File: src/rtl/usb_ep_pkg.sv
// Shared definitions for the USB IN endpoints: FSM encoding and bus limits.
package usb_ep_pkg;

    localparam int USB_FS_MAX_PKT = 64;

    typedef enum logic [2:0] {
        ST_IDLE     = 3'd0,
        ST_REQ      = 3'd1,
        ST_FILL     = 3'd2,
        ST_DONE     = 3'd3,
        ST_WAIT_ACK = 3'd4
    } ep_state_e;

endpackage

File: src/rtl/usb_sync_fifo.sv
// Single-clock first-word-fall-through FIFO with synchronous clear.
// The head is presented combinationally; an empty FIFO shows zero.
module usb_sync_fifo #(
    parameter int WIDTH = 8,
    parameter int DEPTH = 64
) (
    input  logic                       clk,
    input  logic                       rst_n,
    input  logic                       clr,
    input  logic                       push,
    input  logic [WIDTH-1:0]           wdata,
    input  logic                       pop,
    output logic [WIDTH-1:0]           rdata,
    output logic                       full,
    output logic                       empty,
    output logic [$clog2(DEPTH+1)-1:0] level
);
    localparam int AW = $clog2(DEPTH);
    localparam int LW = $clog2(DEPTH+1);

    logic [WIDTH-1:0] mem [DEPTH];
    logic [AW-1:0]    wr_ptr;
    logic [AW-1:0]    rd_ptr;
    logic             do_push;
    logic             do_pop;

    assign full    = (level == LW'(DEPTH));
    assign empty   = (level == '0);
    assign do_push = push && !full;
    assign do_pop  = pop && !empty;
    assign rdata   = empty ? '0 : mem[rd_ptr];

    // Storage array; contents are don't-care until written, so no reset.
    always_ff @(posedge clk) begin
        if (do_push && !clr)
            mem[wr_ptr] <= wdata;
    end

    // Pointers and occupancy; DEPTH is a power of two so pointers wrap naturally.
    always_ff @(posedge clk or negedge rst_n) begin
        if (!rst_n) begin
            wr_ptr <= '0;
            rd_ptr <= '0;
            level  <= '0;
        end else if (clr) begin
            wr_ptr <= '0;
            rd_ptr <= '0;
            level  <= '0;
        end else begin
            if (do_push) wr_ptr <= wr_ptr + AW'(1);
            if (do_pop)  rd_ptr <= rd_ptr + AW'(1);
            case ({do_push, do_pop})
                2'b10:   level <= level + LW'(1);
                2'b01:   level <= level - LW'(1);
                default: level <= level;
            endcase
        end
    end

endmodule

File: src/rtl/usb_uart_in_ep_pkt.sv
// Bulk IN endpoint packetiser: buffers fabric bytes and hands them to the
// PE IN arbiter as packets of up to MAX_PKT bytes. Partial packets go out
// after an idle timeout; a transfer ending on a full packet gets a ZLP.
module usb_uart_in_ep_pkt
    import usb_ep_pkg::*;
#(
    parameter int FIFO_DEPTH   = 64,
    parameter int MAX_PKT      = USB_FS_MAX_PKT,
    parameter int FLUSH_CYCLES = 4800
) (
    input  logic                            clk,
    input  logic                            reset,
    input  logic                            usb_reset,
    input  logic [7:0]                      uart_in_data,
    input  logic                            uart_in_valid,
    output logic                            uart_in_ready,
    output logic                            in_ep_req,
    input  logic                            in_ep_grant,
    input  logic                            in_ep_data_free,
    output logic                            in_ep_data_put,
    output logic [7:0]                      in_ep_data,
    output logic                            in_ep_data_done,
    output logic                            in_ep_stall,
    input  logic                            in_ep_acked,
    output logic [$clog2(FIFO_DEPTH+1)-1:0] fifo_level
);
    localparam int LW = $clog2(FIFO_DEPTH+1);
    localparam int PW = $clog2(MAX_PKT+1);
    localparam int TW = $clog2(FLUSH_CYCLES);
    localparam logic [LW-1:0] MAX_L = LW'(MAX_PKT);
    localparam logic [PW-1:0] MAX_P = PW'(MAX_PKT);

    ep_state_e      state;
    logic [PW-1:0]  len;
    logic [PW-1:0]  sent;
    logic [TW-1:0]  timer;
    logic           zlp_pending;
    logic           req_q;
    logic           done_q;
    logic           full;
    logic           empty;
    logic           push;
    logic           expired;
    logic           start;
    logic [PW-1:0]  start_len;

    assign uart_in_ready   = reset && !full && !usb_reset;
    assign push            = uart_in_valid && uart_in_ready;
    assign in_ep_req       = req_q;
    assign in_ep_data_done = done_q;
    assign in_ep_stall     = 1'b0;
    assign in_ep_data_put  = (state == ST_FILL) && !usb_reset && in_ep_grant &&
                             in_ep_data_free && (sent < len);

    assign expired   = (timer == TW'(FLUSH_CYCLES - 1));
    // A full packet goes immediately; a partial one or a ZLP waits for idle.
    assign start     = (fifo_level >= MAX_L) || (expired && (!empty || zlp_pending));
    assign start_len = (fifo_level >= MAX_L) ? MAX_P : PW'(fifo_level);

    usb_sync_fifo #(
        .WIDTH (8),
        .DEPTH (FIFO_DEPTH)
    ) u_fifo (
        .clk   (clk),
        .rst_n (reset),
        .clr   (usb_reset),
        .push  (push),
        .wdata (uart_in_data),
        .pop   (in_ep_data_put),
        .rdata (in_ep_data),
        .full  (full),
        .empty (empty),
        .level (fifo_level)
    );

    // Idle timer: restarts on input activity or host ack, saturates at expiry.
    always_ff @(posedge clk or negedge reset) begin
        if (!reset)
            timer <= '0;
        else if (usb_reset || push || in_ep_acked)
            timer <= '0;
        else if (!expired)
            timer <= timer + TW'(1);
    end

    // Packet FSM with registered request and done strobes.
    always_ff @(posedge clk or negedge reset) begin
        if (!reset) begin
            state       <= ST_IDLE;
            len         <= '0;
            sent        <= '0;
            zlp_pending <= 1'b0;
            req_q       <= 1'b0;
            done_q      <= 1'b0;
        end else if (usb_reset) begin
            state       <= ST_IDLE;
            len         <= '0;
            sent        <= '0;
            zlp_pending <= 1'b0;
            req_q       <= 1'b0;
            done_q      <= 1'b0;
        end else begin
            case (state)
                ST_IDLE: begin
                    if (start) begin
                        state <= ST_REQ;
                        len   <= start_len;
                        sent  <= '0;
                        req_q <= 1'b1;
                    end
                end
                ST_REQ: begin
                    if (in_ep_grant) begin
                        if (len != '0) begin
                            state <= ST_FILL;
                        end else begin
                            state  <= ST_DONE;
                            done_q <= 1'b1;
                        end
                    end
                end
                ST_FILL: begin
                    if (in_ep_data_put) begin
                        sent <= sent + PW'(1);
                        if (sent == len - PW'(1)) begin
                            state  <= ST_DONE;
                            done_q <= 1'b1;
                        end
                    end
                end
                ST_DONE: begin
                    done_q <= 1'b0;
                    state  <= ST_WAIT_ACK;
                end
                ST_WAIT_ACK: begin
                    if (in_ep_acked) begin
                        // Only a full-length packet leaves the transfer open.
                        zlp_pending <= (len == MAX_P);
                        req_q       <= 1'b0;
                        state       <= ST_IDLE;
                    end
                end
                default: state <= ST_IDLE;
            endcase
        end
    end

endmodule

File: config.mk
export PLATFORM = sky130hd
export DESIGN_NAME = usb_uart_in_ep_pkt
export DESIGN_NICKNAME = d
export VERILOG_FILES = /design/src/rtl/usb_ep_pkg.sv /design/src/rtl/usb_sync_fifo.sv /design/src/rtl/usb_uart_in_ep_pkt.sv
export SDC_FILE = /design/constraint.sdc
export NUM_CORES = 1
export LEC_CHECK = 0
export BUFFER_PORTS_ARGS = -buffer_cell sky130_fd_sc_hd__buf_2
export CAP_MARGIN = 10
export CORE_UTILIZATION = 63
export DETAILED_ROUTE_END_ITERATION = 8
export PLACE_DENSITY = 0.8
export SLEW_MARGIN = 20
export SYNTH_ARGS = -nofsm -noshare
export SYNTH_HDL_FRONTEND = slang
export SYNTH_SLANG_ARGS = --single-unit
File: constraint.sdc
create_clock -name clk -period 3.5 [get_ports clk]
set_input_delay 0.35 -clock clk [delete_from_list [all_inputs] [get_ports clk]]
set_output_delay 0.35 -clock clk [all_outputs]
set_load 0.005 [all_outputs]
Word level (Yosys, flattened, before mapping)

Memories as Yosys holds them, arrays and structs flattened.
Index checks and enable logic that the tools add are counted.

Register bits: 52
Bits in latches: 0
Memory bits (writable): 512
Memory bits (read-only): 0
Input port bits: 15
Output and inout port bits: 20
Word-level logic and storage cells: 114
Memories: 1

Memories:

| memory     | depth | bits a word | rd ports | clocked after memory_dff | write ports | line                | RTL |
|---|---|---|---|---|---|---|---|
| u_fifo.mem | 64    | 8           | 1        | 0                        | 1           | usb_sync_fifo.sv:21 | `logic [WIDTH-1:0] mem [DEPTH];` |

Add/sub/neg operators: 7
Multiply operators: 0
Div/mod/pow operators: 0
$lt $le $gt $ge: 2
Equal/unequal tests: 17
Shift operators: 0
Mux-type cells: 40
Bitwise gates (word level): 0
Reduce and logical (&&, ||, !) cells: 37

Operators with widths:

| operator                                                  | count |
|---|---|
| 2-to-1 mux 7 bit                                          | 8 |
| one-hot mux 7 bit (2 select lines)                        | 2 |
| 2-to-1 mux 13 bit                                         | 2 |
| 2-to-1 mux 6 bit                                          | 4 |
| 2-to-1 mux 3 bit                                          | 6 |
| one-hot mux 3 bit (5 select lines)                        | 1 |
| adder 7 x 1 -> 7 bit (second input constant)              | 2 |
| == test 7 bit (second input constant)                     | 2 |
| 2-to-1 mux 1 bit                                          | 14 |
| subtractor 7 x 1 -> 7 bit (second input constant)         | 2 |
| adder 13 x 1 -> 13 bit (second input constant)            | 1 |
| == test 13 bit (second input constant)                    | 1 |
| adder 6 x 1 -> 6 bit (second input constant)              | 2 |
| inequality test 3 bit (second input constant)             | 4 |
| nonzero test 2 bit                                        | 6 |
| logical AND 1 bit                                         | 11 |
| AND reduction 5 bit                                       | 2 |
| nonzero test 3 bit                                        | 3 |
| 2-to-1 mux 8 bit                                          | 1 |
| == test 7 bit                                             | 1 |
| greater-or-equal comparator 7 bit (second input constant) | 1 |
| zero test 7 bit                                           | 1 |
| less-than comparator 7 bit                                | 1 |
| nonzero test 7 bit                                        | 1 |
| 15 further kinds                                          | 24 |

Longest topological paths before layout

Depth after elaboration: 9
Depth in mapped cells: 13
Depth with buffers taken out: 13

Hierarchy

A second synthesis with hierarchy kept.

Cell total of the unflattened synthesis: 1,256
Area, all modules: 23,142.2 µm²

Modules (own cells, without submodules):

| module             | instances | cells each | area an instance (µm²) |
|---|---|---|---|
| usb_sync_fifo      | 1         | 1,030      | 21,112.7 |
| usb_uart_in_ep_pkt | 1         | 226        | 2,029.4 |

Worst setup path before layout

Ideal clock, no wire load.

Path type: register to register
Start: register len[4]
End: register u_fifo.level[6]
Arrival: 2.738 ns
Required time: 3.372 ns
Setup slack: 0.635 ns
Cell stages (with the launch flop): 13
Period minus slack after synthesis: 2.865 ns
Cell sequence: dfrtp_1 -> inv_1 -> ha_1 -> a21oi_1 -> o2111ai_1 -> nor4_4 -> nand2_2 -> xnor2_1 -> ha_1 -> nor3_1 -> a21oi_1 -> o32ai_2 -> mux2_1

Cells in the longest elaborated chain, start to end: 6
Elaborated cells between the ends (all ways): 8
Those cells by class: 1 x order compare; 2 x eq/ne; 2 x mux; 3 x reduce/logical

RTL lines:

| what                                                           | line                      | RTL |
|---|---|---|
| start: declaration                                             | usb_uart_in_ep_pkt.sv:34  | `logic [PW-1:0] len;` |
| start signal: assignment                                       | usb_uart_in_ep_pkt.sv:107 | `len <= start_len;` |
| less-than comparator 7 bit (*)                                 | usb_uart_in_ep_pkt.sv:53  | `in_ep_data_free && (sent < len);` |
| logical AND 1 bit (*)                                          | usb_uart_in_ep_pkt.sv:53  |  |
| logical AND 1 bit (*)                                          | usb_sync_fifo.sv:30       | `assign do_pop = pop && !empty;` |
| == test 2 x 1 -> 1 bit / == test 2 bit (equally long branches) | usb_sync_fifo.sv:52       | `case ({do_push, do_pop})` |
| one-hot mux 7 bit (2 select lines)                             | usb_sync_fifo.sv:52       |  |
| 2-to-1 mux 7 bit                                               | usb_sync_fifo.sv:45       | `end else if (clr) begin` |
| end signal: assignment                                         | usb_sync_fifo.sv:53       | `2'b10: level <= level + LW'(1);` |
| end signal: assignment                                         | usb_sync_fifo.sv:54       | `2'b01: level <= level - LW'(1);` |
| end signal: assignment                                         | usb_sync_fifo.sv:55       | `default: level <= level;` |
| end: declaration                                               | usb_sync_fifo.sv:16       | `output logic [$clog2(DEPTH+1)-1:0] level` |

Mark *: on every way between the ends. The rest lies on a longest branch, timed or not.
A chain may end at the register's enable or synchronous reset.

Worst setup path after layout

Start: register u_fifo.rd_ptr[0]
End: output port in_ep_data[5]

Cells in the longest elaborated chain, start to end: 2

RTL lines:

| what                     | line                     | RTL |
|---|---|---|
| start: declaration       | usb_sync_fifo.sv:23      | `logic [AW-1:0] rd_ptr;` |
| start signal: assignment | usb_sync_fifo.sv:51      | `if (do_pop) rd_ptr <= rd_ptr + AW'(1);` |
| memory read (64 x 8 bit) | --                       |  |
| 2-to-1 mux 8 bit         | usb_sync_fifo.sv:31      | `assign rdata = empty ? '0 : mem[rd_ptr];` |
| end: declaration         | usb_uart_in_ep_pkt.sv:21 | `output logic [7:0] in_ep_data,` |

Every way passes these cells.

==> out/results.txt <==
Peak VDD IR = 499 uV
Syn avg cell area = 19.0 sq um
Worst Tran Pin Value = 0.878 ns
R2R setup slack = 0.26 ns
Max Cap Viol = 0
Leakage = 8.36 nW
Drt via density = 6.73
Hold Crit Class = input port to register
Area grow syn2layout = 12.6%
Syn nets = 1242
Clock power share = 43.6%
Sequential power share = 54.6%
Clock Skew = 0.0244 ns
CP max FO = 11
Gate Count Post-Synth = 1213
Detail Route Antenna Nets = 0
Switching power = 0.00270 W
Total Routing Usage GR = 28.2%
Iteration-0 DRC count of the detailed router = 1425
Initial antenna violation count = 0
Clk buf depth = 3
Most frequent cells in the layout = 512 x edfxtp_1, 144 x mux4_2, 108 x nor2_1
Core area = 35700 sq um
CTS tree = yes
Final WS setup = 0.0803 ns
RSZ-0062 raised after global routing = false
Worst slack at placement = 0.337 ns
Cell area after synthesis = 23000 sq um
First-pass GRT wire length = 75200 microns
Wirelength per Cell = 28.7 microns
Sequential area share after synthesis = 72.5%
R2R Path End = u_fifo.level[6]
Most common cell after layout, fill and taps aside = edfxtp_1
RePlAce Congestion = 0.930
Top FF cell, synth = edfxtp_1
R2R depth = 10
Rel. slew slack = 41.2%
Hold EP = state[2]
Setup tns final = 0 ns
PortBufs = 33
Die footprint = 37300 sq um
Chip Height = 193 microns
Final setup fails = 0
DRT Wirelength = 52100 microns
Routed via count = 12.2k
Final nets = 1340
Hold Crit Start = in_ep_acked
Power per cell area = 521 nW/um^2
DRC Markers = 4
Clock Sinks = 564
Clock slew at reported path FFs = 0.06 ns
Std-Cell Rows = 69
Arrival time at the worst endpoint = 3.07 ns
Fmax = 292 MHz
Sw frac = 20.0%
Initial Util = 64.3%
Period utilization = 97.7%
Failing checks = DRC
Number of global-route vias before repair = 12.1k
Cts bufs inserted = 54
Drt pass-1 iters = 8
Clock latency on the worst-skew pair = 0.61 ns
H-tree depth = 2
P_int = 0.0108 W
Ys Warns = 0
Data required, critical path = 3.15 ns
CP endpoint kind = output pin
Diodes inserted = 0
Worst Setup Path Type = register to output pin
Library cells used by synthesis = 64
Status = complete, but fails checks
Largest net degree at the start of global routing = 65
Max-slew violation count = 0
EDFF count, synth = 512
Root buffer cell = clkbuf_16
Worst reg2reg path startpoint = u_fifo.level[3]
IO Count = 35
Fraction of registers with async set/reset = 9.22%
Worst setup SP type = register
Endpoints failing hold = 0
Hold Path Cell Cnt = 4
Min Clock Period, post-route = 3.42 ns
Share of total power in combinational logic = 1.8%
Gr ovfl total = 0
Share of layout cells above drive strength 1 = 25.4%
FF+latch count, synth = 564
Final Power = 0.0135 W
Die width = 193 microns
DP Wirelength = 29800 microns
## power groups by stage
stage | clock network (W) | logic, W | registers [W]
2_1_floorplan | 0 | 0.0000780 | 0.00750
3_3_place_gp | 0 | 0.000224 | 0.00751
3_5_place_dp | 0 | 0.000237 | 0.00751
4_1_cts | 0.00592 | 0.000239 | 0.00737
5_1_grt | 0.00617 | 0.000260 | 0.00736
6_report | 0.00588 | 0.000241 | 0.00736
## metrics by stage
| step | std cells | instance area, sq um | hold slack, ns | utilization [%] |
|---|---|---|---|---|
| 5_1_grt | 1817 | 25900 | 0.0701 | 72.5 |
| 6_report | 1817 | 25900 | 0.0725 | 72.5 |
| 3_5_place_dp | 1713 | 24000 | 0.493 | 67.3 |
| 2_1_floorplan | 1213 | 23000 | 0.0544 | - |
| 3_3_place_gp | 1713 | 24000 | 0.484 | 67.3 |
| 4_1_cts | 1815 | 25800 | 0.0432 | 72.3 |
## worst max-delay path: stages, from the launching register on
cell and delay (ns):
dfrtp_4 0.48, buf_12 0.19, buf_4 0.23, mux4_2 0.56, mux4_2 0.49, a22oi_1 0.19, o21ai_1 0.14, buf_2 0.17
## state kept, by name, indices dropped and copies added (netlist names), 3 cells and up
name,flops
u_fifo.rd_ptr,6
u_fifo.wr_ptr,6
len,7
u_fifo.level,7
sent,7
timer,13
u_fifo.mem,512
state,3
## how the worst max path moves through the flow
stage	start	endpoint	slack, ns	cells past startpoint
after floorplan	len[4]	u_fifo.level[6]	0.63	12
after global placement	len[4]	u_fifo.level[6]	0.47	12
after detailed placement	u_fifo.level[3]	u_fifo.level[6]	0.34	10
after CTS	u_fifo.rd_ptr[0]	in_ep_data[4]	0.002	7
after global routing	u_fifo.rd_ptr[0]	in_ep_data[5]	0.008	7
final	u_fifo.rd_ptr[0]	in_ep_data[5]	0.08	7
## what timing repair did
item | in CTS | in global routing
endpoints found under the setup margin | 0 | 7
resized for setup | 0 | 1
buffers inserted | 0 | 1
hold buffers | 1 | 0
hold endpoints to repair | 52 | 0
## final cells by class
type	count	area [sq um]
clock buffer	69	1450
multi-input combinational	568	5930
fill	2041	9850
timing repair buffer	104	846
inverter	19	71.3
clock inverter	32	334
tap	461	577
sequential	564	16700
## layer usage
layer	vias to the layer above	part of all wire [%]	track usage, %
li1	5100	-	-
met5	-	0	0
met1	6322	38	39.5
met2	683	49	44.4
met3	132	8.8	5.36
met4	0	4.4	11.5
## Yosys cell counts (18+ instances only)
cell type,instances,area [sq um]
inv_1,18,67.6
buf_2,22,110
xor2_1,23,201
edfxtp_1,512,15400
clkbuf_1,21,78.8
nor2_1,108,405
dfrtp_1,52,1300
a22oi_1,24,180
mux4_2,144,3240
nand2_1,40,150
nand3_1,25,125
mux2i_1,36,360
## kinds of logic (layout without fill, tap and decap cells)
logic type / count (synthesis) / count (layout) / synth area share, %
xor+xnor: 35 / 35 / 1.33
mux: 181 / 181 / 15.7
flops: 564 / 564 / 72.5
compound gates: 89 / 89 / 2.70
buf+inv: 81 / 224 / 1.69
simple gates: 248 / 248 / 5.27
other cells: 1 / 1 / 0.0163
fa+ha+maj: 14 / 14 / 0.762
Power figures use the tool's default switching activity.
